==> src/rtl/seven_segment_mux.sv <==
// seven_segment_mux
//   Parametrised multiplexed seven-segment driver. A WIDTH-bit unsigned value
//   is captured through a load handshake and converted to BCD with a
//   sequential double-dabble (one bit per clock). DIGITS common-anode digits
//   are scanned, each enabled for REFRESH_DIV clocks, with optional
//   leading-zero blanking and an all-dash overflow indication.
//
// Parameters:
//   DIGITS      number of digits driven (1..8)
//   WIDTH       bit width of the input value (1..27)
//   REFRESH_DIV clk cycles each digit stays enabled (>=2)
//   BLANK_LZ    1 = blank leading zero digits, 0 = show all digits
//
// Ports:
//   clk       system clock, rising edge
//   rst       synchronous active-high reset
//   value     unsigned binary value to display
//   load      capture request, honoured only while busy=0
//   blink     per-digit blink enables (only with SEG_BLINK_EN defined)
//   busy      conversion in progress, load ignored while high
//   overflow  displayed value exceeded 10^DIGITS-1
//   seg       segments {g,f,e,d,c,b,a}, active-low
//   an        digit enables, one-hot active-low, bit 0 = least significant
//
// Optional feature macro: SEG_BLINK_EN
//   Adds the blink port and a frame counter; bit 5 of the frame counter is
//   the blink phase, during which digits with their blink bit set are blank.

module seven_segment_mux #(
    parameter int DIGITS      = 4,
    parameter int WIDTH       = 14,
    parameter int REFRESH_DIV = 131072,
    parameter int BLANK_LZ    = 1
) (
    input  logic              clk,
    input  logic              rst,
    input  logic [WIDTH-1:0]  value,
    input  logic              load,
`ifdef SEG_BLINK_EN
    input  logic [DIGITS-1:0] blink,
`endif
    output logic              busy,
    output logic              overflow,
    output logic [6:0]        seg,
    output logic [DIGITS-1:0] an
);

    localparam int BCD_W = DIGITS * 4;
    localparam int CNT_W = (WIDTH > 1) ? $clog2(WIDTH) : 1;
    localparam int REF_W = $clog2(REFRESH_DIV);
    localparam int IDX_W = (DIGITS > 1) ? $clog2(DIGITS) : 1;

    localparam logic [6:0] SEG_DASH  = 7'b0111111;
    localparam logic [6:0] SEG_BLANK = 7'b1111111;

    function automatic longint unsigned max_display(input int unsigned n);
        longint unsigned p;
        p = 64'd1;
        for (int unsigned i = 0; i < n; i++) begin
            p = p * 64'd10;
        end
        return p - 64'd1;
    endfunction

    localparam longint unsigned MAX_VAL = max_display(DIGITS);

    function automatic logic [6:0] digit_pattern(input logic [3:0] d);
        logic [6:0] p;
        case (d)
            4'd0:    p = 7'b1000000;
            4'd1:    p = 7'b1111001;
            4'd2:    p = 7'b0100100;
            4'd3:    p = 7'b0110000;
            4'd4:    p = 7'b0011001;
            4'd5:    p = 7'b0010010;
            4'd6:    p = 7'b0000010;
            4'd7:    p = 7'b1111000;
            4'd8:    p = 7'b0000000;
            4'd9:    p = 7'b0010000;
            default: p = SEG_BLANK;
        endcase
        return p;
    endfunction

    // ------------------------------------------------------------------
    // Converter FSM: IDLE -> SHIFT (WIDTH cycles) -> COMMIT -> IDLE
    // ------------------------------------------------------------------
    typedef enum logic [1:0] {
        S_IDLE,
        S_SHIFT,
        S_COMMIT
    } state_t;

    state_t state;
    state_t state_next;

    logic [WIDTH-1:0] shift_reg;
    logic [BCD_W-1:0] bcd;
    logic [BCD_W-1:0] bcd_adj;
    logic [CNT_W-1:0] bit_cnt;
    logic             ovf_pending;
    logic [BCD_W-1:0] disp_digits;

    always_ff @(posedge clk) begin
        if (rst) begin
            state <= S_IDLE;
        end else begin
            state <= state_next;
        end
    end

    always_comb begin
        state_next = state;
        case (state)
            S_IDLE:   if (load) state_next = S_SHIFT;
            S_SHIFT:  if (bit_cnt == CNT_W'(WIDTH - 1)) state_next = S_COMMIT;
            S_COMMIT: state_next = S_IDLE;
            default:  state_next = S_IDLE;
        endcase
    end

    assign busy = (state != S_IDLE);

    // Add-3 correction applied to every BCD digit before each shift.
    always_comb begin
        bcd_adj = bcd;
        for (int unsigned d = 0; d < DIGITS; d++) begin
            if (bcd[d*4 +: 4] >= 4'd5) begin
                bcd_adj[d*4 +: 4] = bcd[d*4 +: 4] + 4'd3;
            end
        end
    end

    always_ff @(posedge clk) begin
        if (rst) begin
            shift_reg   <= '0;
            bcd         <= '0;
            bit_cnt     <= '0;
            ovf_pending <= 1'b0;
            disp_digits <= '0;
            overflow    <= 1'b0;
        end else begin
            case (state)
                S_IDLE: begin
                    if (load) begin
                        shift_reg   <= value;
                        bcd         <= '0;
                        bit_cnt     <= '0;
                        ovf_pending <= (64'(value) > MAX_VAL);
                    end
                end
                S_SHIFT: begin
                    // Carries out of the top digit are dropped; ovf_pending
                    // already flags any value that does not fit.
                    bcd       <= {bcd_adj[BCD_W-2:0], shift_reg[WIDTH-1]};
                    shift_reg <= shift_reg << 1;
                    bit_cnt   <= bit_cnt + CNT_W'(1);
                end
                S_COMMIT: begin
                    disp_digits <= bcd;
                    overflow    <= ovf_pending;
                end
                default: ;
            endcase
        end
    end

    // ------------------------------------------------------------------
    // Refresh counter and scan index
    // ------------------------------------------------------------------
    logic [REF_W-1:0] refresh_cnt;
    logic [IDX_W-1:0] scan_idx;
    logic             refresh_wrap;
    logic             scan_last;

    assign refresh_wrap = (refresh_cnt == REF_W'(REFRESH_DIV - 1));
    assign scan_last    = (scan_idx == IDX_W'(DIGITS - 1));

    always_ff @(posedge clk) begin
        if (rst) begin
            refresh_cnt <= '0;
            scan_idx    <= '0;
        end else if (refresh_wrap) begin
            refresh_cnt <= '0;
            scan_idx    <= scan_last ? '0 : scan_idx + IDX_W'(1);
        end else begin
            refresh_cnt <= refresh_cnt + REF_W'(1);
        end
    end

`ifdef SEG_BLINK_EN
    logic [5:0] frame_cnt;

    always_ff @(posedge clk) begin
        if (rst) begin
            frame_cnt <= '0;
        end else if (refresh_wrap && scan_last) begin
            frame_cnt <= frame_cnt + 6'd1;
        end
    end
`endif

    // ------------------------------------------------------------------
    // Segment / anode selection (registered outputs)
    // ------------------------------------------------------------------
    logic [3:0]        cur_digit;
    logic              upper_zero;
    logic              lz_blank;
    logic [6:0]        seg_next;
    logic [DIGITS-1:0] an_next;

    always_comb begin
        cur_digit = disp_digits[scan_idx*4 +: 4];

        // Digit i is a leading zero when digits i..DIGITS-1 are all zero.
        upper_zero = 1'b1;
        for (int unsigned d = 0; d < DIGITS; d++) begin
            if ((d >= 32'(scan_idx)) && (disp_digits[d*4 +: 4] != 4'd0)) begin
                upper_zero = 1'b0;
            end
        end
        lz_blank = (BLANK_LZ != 0) && (scan_idx != '0) && upper_zero;

        if (overflow) begin
            seg_next = SEG_DASH;
        end else if (lz_blank) begin
            seg_next = SEG_BLANK;
        end else begin
            seg_next = digit_pattern(cur_digit);
        end

`ifdef SEG_BLINK_EN
        if (frame_cnt[5] && blink[scan_idx]) begin
            seg_next = SEG_BLANK;
        end
`endif

        an_next = ~(DIGITS'(1) << scan_idx);
    end

    always_ff @(posedge clk) begin
        if (rst) begin
            seg <= SEG_BLANK;
            an  <= '1;
        end else begin
            seg <= seg_next;
            an  <= an_next;
        end
    end

endmodule

==> config.mk <==
export PLATFORM = sky130hd
export DESIGN_NAME = seven_segment_mux
export DESIGN_NICKNAME = d
export VERILOG_FILES = /design/src/rtl/seven_segment_mux.sv
export SDC_FILE = /design/constraint.sdc
export NUM_CORES = 1
export LEC_CHECK = 0
export CORE_MARGIN = 2
export CORE_UTILIZATION = 58
export DETAILED_ROUTE_END_ITERATION = 6
export PLACE_DENSITY = 0.78
export RECOVER_POWER = 100
export SLEW_MARGIN = 20
export SYNTH_ARGS = -nofsm -noshare
export SYNTH_HDL_FRONTEND = slang
export SYNTH_SLANG_ARGS = --single-unit
==> constraint.sdc <==
create_clock -name clk -period 3.2 [get_ports clk]
set_clock_uncertainty 0.2 [all_clocks]
set_input_delay 0.64 -clock clk [delete_from_list [all_inputs] [get_ports clk]]
set_output_delay 0.64 -clock clk [all_outputs]
set_load 0.03 [all_outputs]
==> qor.yml, run 1 <==
outcome: "finished clean"
worstHoldEndpoint: "bcd[0]"
relSlewSlack: 0.0105
p_sw_frac: 0.212
whs_path_depth: 2
worst_path_largest_cell_delay_ns: 0.67
worst_pin_slew_ns: 1.48
ctsHoldBuffers: 0
cts_tree: "yes"
hold_ws_ns: 0.257
yosysWarnings: 0
routabilityCongestion: 0.789
hpwl_um: 4980
io_buffers: 29
holdCritStartpoint: "shift_reg[13]"
synth_seq_cells: 84
cp_max_fo: 10
utilization: 0.687
viasPerCell: 5.55
rr_worst_depth: 5
mostFrequentLayoutCell: "dfxtp_1"
cts.sinks: 84
root_buffer: "clkbuf_8"
antenna_found_initial: 0
period_share: 0.797
netlist_area_um2: 3830
post_cts_buffers: 0
grt_pass1_wl_um: 12900
regToRegEndpoint: "seg[5]"
track_usage: 0.215
r2r_setup_slack_ns: 0.65
rows: 29
antenna_left: 0
cp.required_ns: 3.21
largest_reg_flops: 17
hold_path_class: "reg2reg"
cts_max_level: 3
worst_setup_path_end_kind: "register"
largest-register: "refresh_cnt"
n_antenna_cell: 0
cts.reportedPaths.clkPinSlew_ns: 0.08
vdd_drop_max_uv: 335
wl_per_cell_um: 13.2
syn-num-nets: 500
cts_buffer_depth: 2
finalMaxSlewViolations: 0
power.density_nw_per_um2: 506
setup_violations: 0
r2r-start: "scan_idx[0]"
nets: 520
grt_max_degree: 37
power_mw: 2.22
worst-setup-path-type: "reg2reg"
syn_inst: 461
hold_viol: 0
core_um2: 6390
wirelength_um: 7430
dp_slack_ns: 0.802
area_growth_pct: 14.5
setup_tns_ns: 0
drive_above_1_share: 0.0473
setup_ws_ns: 0.649
clkLatencyLatePin_ns: 0.34
ys_seq_area_frac: 0.439
die_height_um: 85.3
arrival_ns: 2.56
post_cts_resized: 0
overflow: 0
reg.largest.list: "refresh_cnt x17, bcd x16, disp_digits x16"
io_pins: 30
fmax_ghz: 0.392
avgSynthCellArea_um2: 8.32
seqPwrFrac: 0.491
drc: 0
cts_buffers: 9
p_clk_frac: 0.442
rsz0062_at_grt: "false"
path_cells: "mux4_2, or2_0, o2bb2ai_2, nor3_1, o21ai_0"
die_w_um: 85.3
drt_iter0_drc: 240
grt_pass1_vias: 3002
synth_cell_type_count: 37
initial_utilization: 0.600
die_area_um2: 7280
first_pass_iters: 4
combPwrFrac: 0.067
max-cap-violations: 0
intPower_mw: 1.75
startpoint_type: "register"
mostFrequentLayoutCells: "dfxtp_1 (84), nor2_1 (68), nand2_1 (55)"
crit_slowest_cell: "mux4_2"
power.switching_mw: 0.471
p_leak_nw: 1.61
fin_crit_ns: 2.55
vias: 3126
[worst max-delay path, delay by kind of cell (launching register included)]
kind,cells,cell delay (ns)
compound gates,2,0.30
flops,1,0.59
mux,1,0.67
simple gates,2,0.64
[layer usage]
layer / track usage / share of wire
met1: 0.263 / 0.46
met2: 0.371 / 0.49
met3: 0.0340 / 0.028
met4: 0.0996 / 0.023
met5: 0 / 0
[power by group through the flow]
stage | Sequential [mW] | Clock (mW) | Combinational (mW)
3_5_place_dp | 1.11 | 0 | 0.152
4_1_cts | 1.09 | 0.995 | 0.153
6_report | 1.09 | 0.981 | 0.148
3_3_place_gp | 1.11 | 0 | 0.149
2_1_floorplan | 1.12 | 0 | 0.0899
5_1_grt | 1.09 | 1.03 | 0.164
[metrics by stage]
step                cell area, um2  cells
CTS                           4410    563
finish                        4390    563
detailed placement            4140    547
global route                  4390    563
global placement              4140    547
floorplan                     3830    461
[cells in the mapped netlist]
cell type,count,area [um2]
and2_1,4,25.0
mux2i_1,6,60.1
and4_1,3,26.3
nand3_1,24,120
nand2b_1,12,75.1
ha_1,22,275
inv_1,21,78.8
nand2_1,55,206
or3_1,2,12.5
xor2_1,10,87.6
nor2b_1,2,12.5
xnor2_1,9,78.8
nor4_1,14,87.6
buf_1,2,7.51
and3_1,2,12.5
nor3_1,12,60.1
dfxtp_1,84,1680
o21a_1,2,15.0
mux4_2,2,45.0
clkbuf_1,21,78.8
a211o_1,1,8.76
nor2_1,68,255
nand4_1,3,18.8
nor3_4,1,16.3
a22oi_1,2,15.0
a211oi_1,1,7.51
o311ai_0,1,8.76
o21ai_1,4,20.0
o2bb2ai_2,1,15.0
a21oi_1,45,225
a31oi_1,4,25.0
o211ai_1,2,15.0
o21ai_0,12,60.1
or2_2,2,12.5
mux4_1,2,52.6
or2_4,1,8.76
buf_6,2,22.5
[worst max-delay path by stage]
stage,start,to,slack [ns],cells after the start
3_5_place_dp,load,bcd[11],0.80,5
4_1_cts,state[1],busy,0.82,3
5_1_grt,load,shift_reg[2],0.45,5
6_report,scan_idx[0],seg[5],0.65,5
2_1_floorplan,refresh_cnt[0],refresh_cnt[10],0.96,9
3_3_place_gp,value[7],ovf_pending,0.84,5
[area by class of cell]
cell class                 instances  area [um2]
clock inverter                     4         120
timing repair buffer              34         315
multi-input combinational        331        1950
inverter                          21        78.8
clock buffer                      12         145
sequential                        84        1680
tap                               77        96.3
fill                             527        2000
[cells by family after synthesis]
family                     share of synthesized area
muxes                                         0.0411
AOI/OAI and AO/OA                              0.108
xor gates and xnor gates                      0.0434
and+or+nand+nor                                0.248
DFF                                            0.439
adders and majority gates                     0.0718
buffers and inverters                         0.0490
(Power assumes the default switching activity.)
==> run 2: changes to the inputs <==
- clock period: 3.2 -> 2.5 ns (I/O delays scaled with it)
==> run 2 against run 1 <==
  * Flip-flop and latch count did not move
  * Global-route usage rose by 0.55 points
  * Total power rose by 19%
  * Sequential power rose by 28%
  * Final cell count rose by 0.89%
  * Core utilization fell by 0.18 points
  * Wire length fell by 0.44%
  * Critical endpoint is now overflow
  * Largest cell class unchanged
  * Highest routed layer unchanged
==> qor.yml, run 2 (same netlist as run 1, synthesis figures left out) <==
antenna_left: 0  # unchanged
routabilityCongestion: 0.771  # -2.2%
overflow: 0  # unchanged
clkLatencyLatePin_ns: 0.35  # about the same
mostFrequentLayoutCells: "dfxtp_1 (84), nor2_1 (68), nand2_1 (55)"
die_height_um: 85.3  # unchanged
reg.largest.list: "refresh_cnt x17, bcd x16, disp_digits x16"
power.switching_mw: 0.615  # +31%
whs_path_depth: 2  # unchanged
post_cts_resized: 0  # unchanged
hold_path_class: "in2reg"
die_area_um2: 7280  # unchanged
antenna_found_initial: 0  # unchanged
cts_max_level: 3  # unchanged
cts_buffer_depth: 2  # unchanged
n_antenna_cell: 0  # unchanged
cts_tree: "yes"
mostFrequentLayoutCell: "dfxtp_1"
wl_per_cell_um: 13.0  # -1.3%
drt_iter0_drc: 145  # -40%
path_buf_inv: 1  # +1
post_cts_buffers: 0  # unchanged
io_pins: 30  # unchanged
cts.sinks: 84  # unchanged
setup_tns_ns: 0  # unchanged
fin_crit_ns: 2.32
root_buffer: "clkbuf_8"
worst_setup_path_end_kind: "output pin"
vdd_drop_max_uv: 409  # +22%
crit_slowest_cell: "dlygate4sd3_1"
power.density_nw_per_um2: 605  # +20%
crit_family: "buffers and inverters"
seqPwrFrac: 0.526  # +0.035
r2r_setup_slack_ns: 0.20  # -0.45 ns
worst-setup-path-type: "reg2out"
outcome: "finished clean"
hold_viol: 0  # unchanged
area_growth_pct: 14.2
wirelength_um: 7390  # -0.44%
grt_pass1_vias: 2922  # -2.7%
startpoint_type: "register"
rows: 29  # unchanged
holdCritStartpoint: "rst"
intPower_mw: 2.03  # +16%
rr_worst_depth: 4  # -1
regToRegEndpoint: "seg[6]"
utilization: 0.685  # -0.00176
r2r-start: "scan_idx[0]"
grt_max_degree: 56  # +51%
cts.reportedPaths.clkPinSlew_ns: 0.08  # about the same
drive_above_1_share: 0.0550  # +0.00766
p_clk_frac: 0.399  # -0.043
arrival_ns: 1.62  # -0.94 ns
nets: 525  # +0.96%
hpwl_um: 5110  # +2.5%
track_usage: 0.221  # +0.00550
core_um2: 6390  # unchanged
initial_utilization: 0.600  # unchanged
first_pass_iters: 4  # unchanged
rsz0062_at_grt: "false"
cts_buffers: 9  # unchanged
path_cells: "dlygate4sd3_1"
worstHoldEndpoint: "scan_idx[0]"
largest-register: "refresh_cnt"
cp_max_fo: 6  # -4
fmax_ghz: 0.431
die_w_um: 85.3  # unchanged
hold_ws_ns: 0.259  # +0.00242 ns
grt_pass1_wl_um: 12900  # +0.33%
worst_path_largest_cell_delay_ns: 0.79  # +0.12 ns
relSlewSlack: 0.522  # +0.512
stdcell_count: 568  # +0.89%
cp.required_ns: 1.80  # -1.41 ns
viasPerCell: 5.52  # -0.53%
ctsHoldBuffers: 0  # unchanged
max-cap-violations: 0  # unchanged
drc: 0  # unchanged
io_buffers: 29  # unchanged
finalMaxSlewViolations: 0  # unchanged
p_sw_frac: 0.232  # +0.0199
period_share: 0.928
combPwrFrac: 0.074  # +0.007
dp.cells: 552  # +0.91%
setup_violations: 0  # unchanged
worst_pin_slew_ns: 0.717  # -0.767 ns
vias: 3137  # +0.35%
largest_reg_flops: 17  # unchanged
p_leak_nw: 1.61  # about the same
-- run 2: layout make-up --
type	instances	area, um2
repair buffers	39	342
fillers	544	2010
inverters	21	78.8
clock inverters	5	75.1
clock buffers	11	141
well taps	77	96.3
flip-flops and latches	84	1680
multi-input cells	331	1960
-- run 2: per-layer routing --
| metal | track usage | up-vias | share of wire |
|---|---|---|---|
| met4 | 0.110 | 0 | 0.022 |
| met3 | 0.0379 | 16 | 0.033 |
| met2 | 0.363 | 56 | 0.48 |
| met5 | 0 | - | 0 |
| met1 | 0.280 | 1461 | 0.46 |
| li1 | - | 1604 | - |
-- run 2: worst max path at each step --
stage / from / end / slack, ns / cells past startpoint
6_report: overflow / overflow / 0.18 / 1
5_1_grt: scan_idx[0] / seg[4] / 0.02 / 6
4_1_cts: scan_idx[0] / seg[4] / 0.18 / 6
3_5_place_dp: scan_idx[0] / seg[4] / 0.22 / 6
3_3_place_gp: scan_idx[0] / seg[6] / 0.29 / 4
2_1_floorplan: refresh_cnt[0] / refresh_cnt[10] / 0.26 / 9
-- run 2: metrics by stage --
stage | total power [mW] | cell area, um2 | setup WS (ns)
after floorplan | 1.55 | 3830 | 0.257
after global placement | 1.63 | 4180 | 0.291
after detailed placement | 1.63 | 4180 | 0.217
after CTS | 2.68 | 4400 | 0.182
after global routing | 2.75 | 4380 | 0.0194
final | 2.65 | 4380 | 0.181
-- run 2: power groups by stage --
stage | sequential, mW | combinational (mW) | clock [mW]
after floorplan | 1.43 | 0.115 | 0
after global placement | 1.43 | 0.204 | 0
after detailed placement | 1.43 | 0.206 | 0
after CTS | 1.39 | 0.207 | 1.08
after global routing | 1.40 | 0.219 | 1.13
final | 1.39 | 0.196 | 1.06
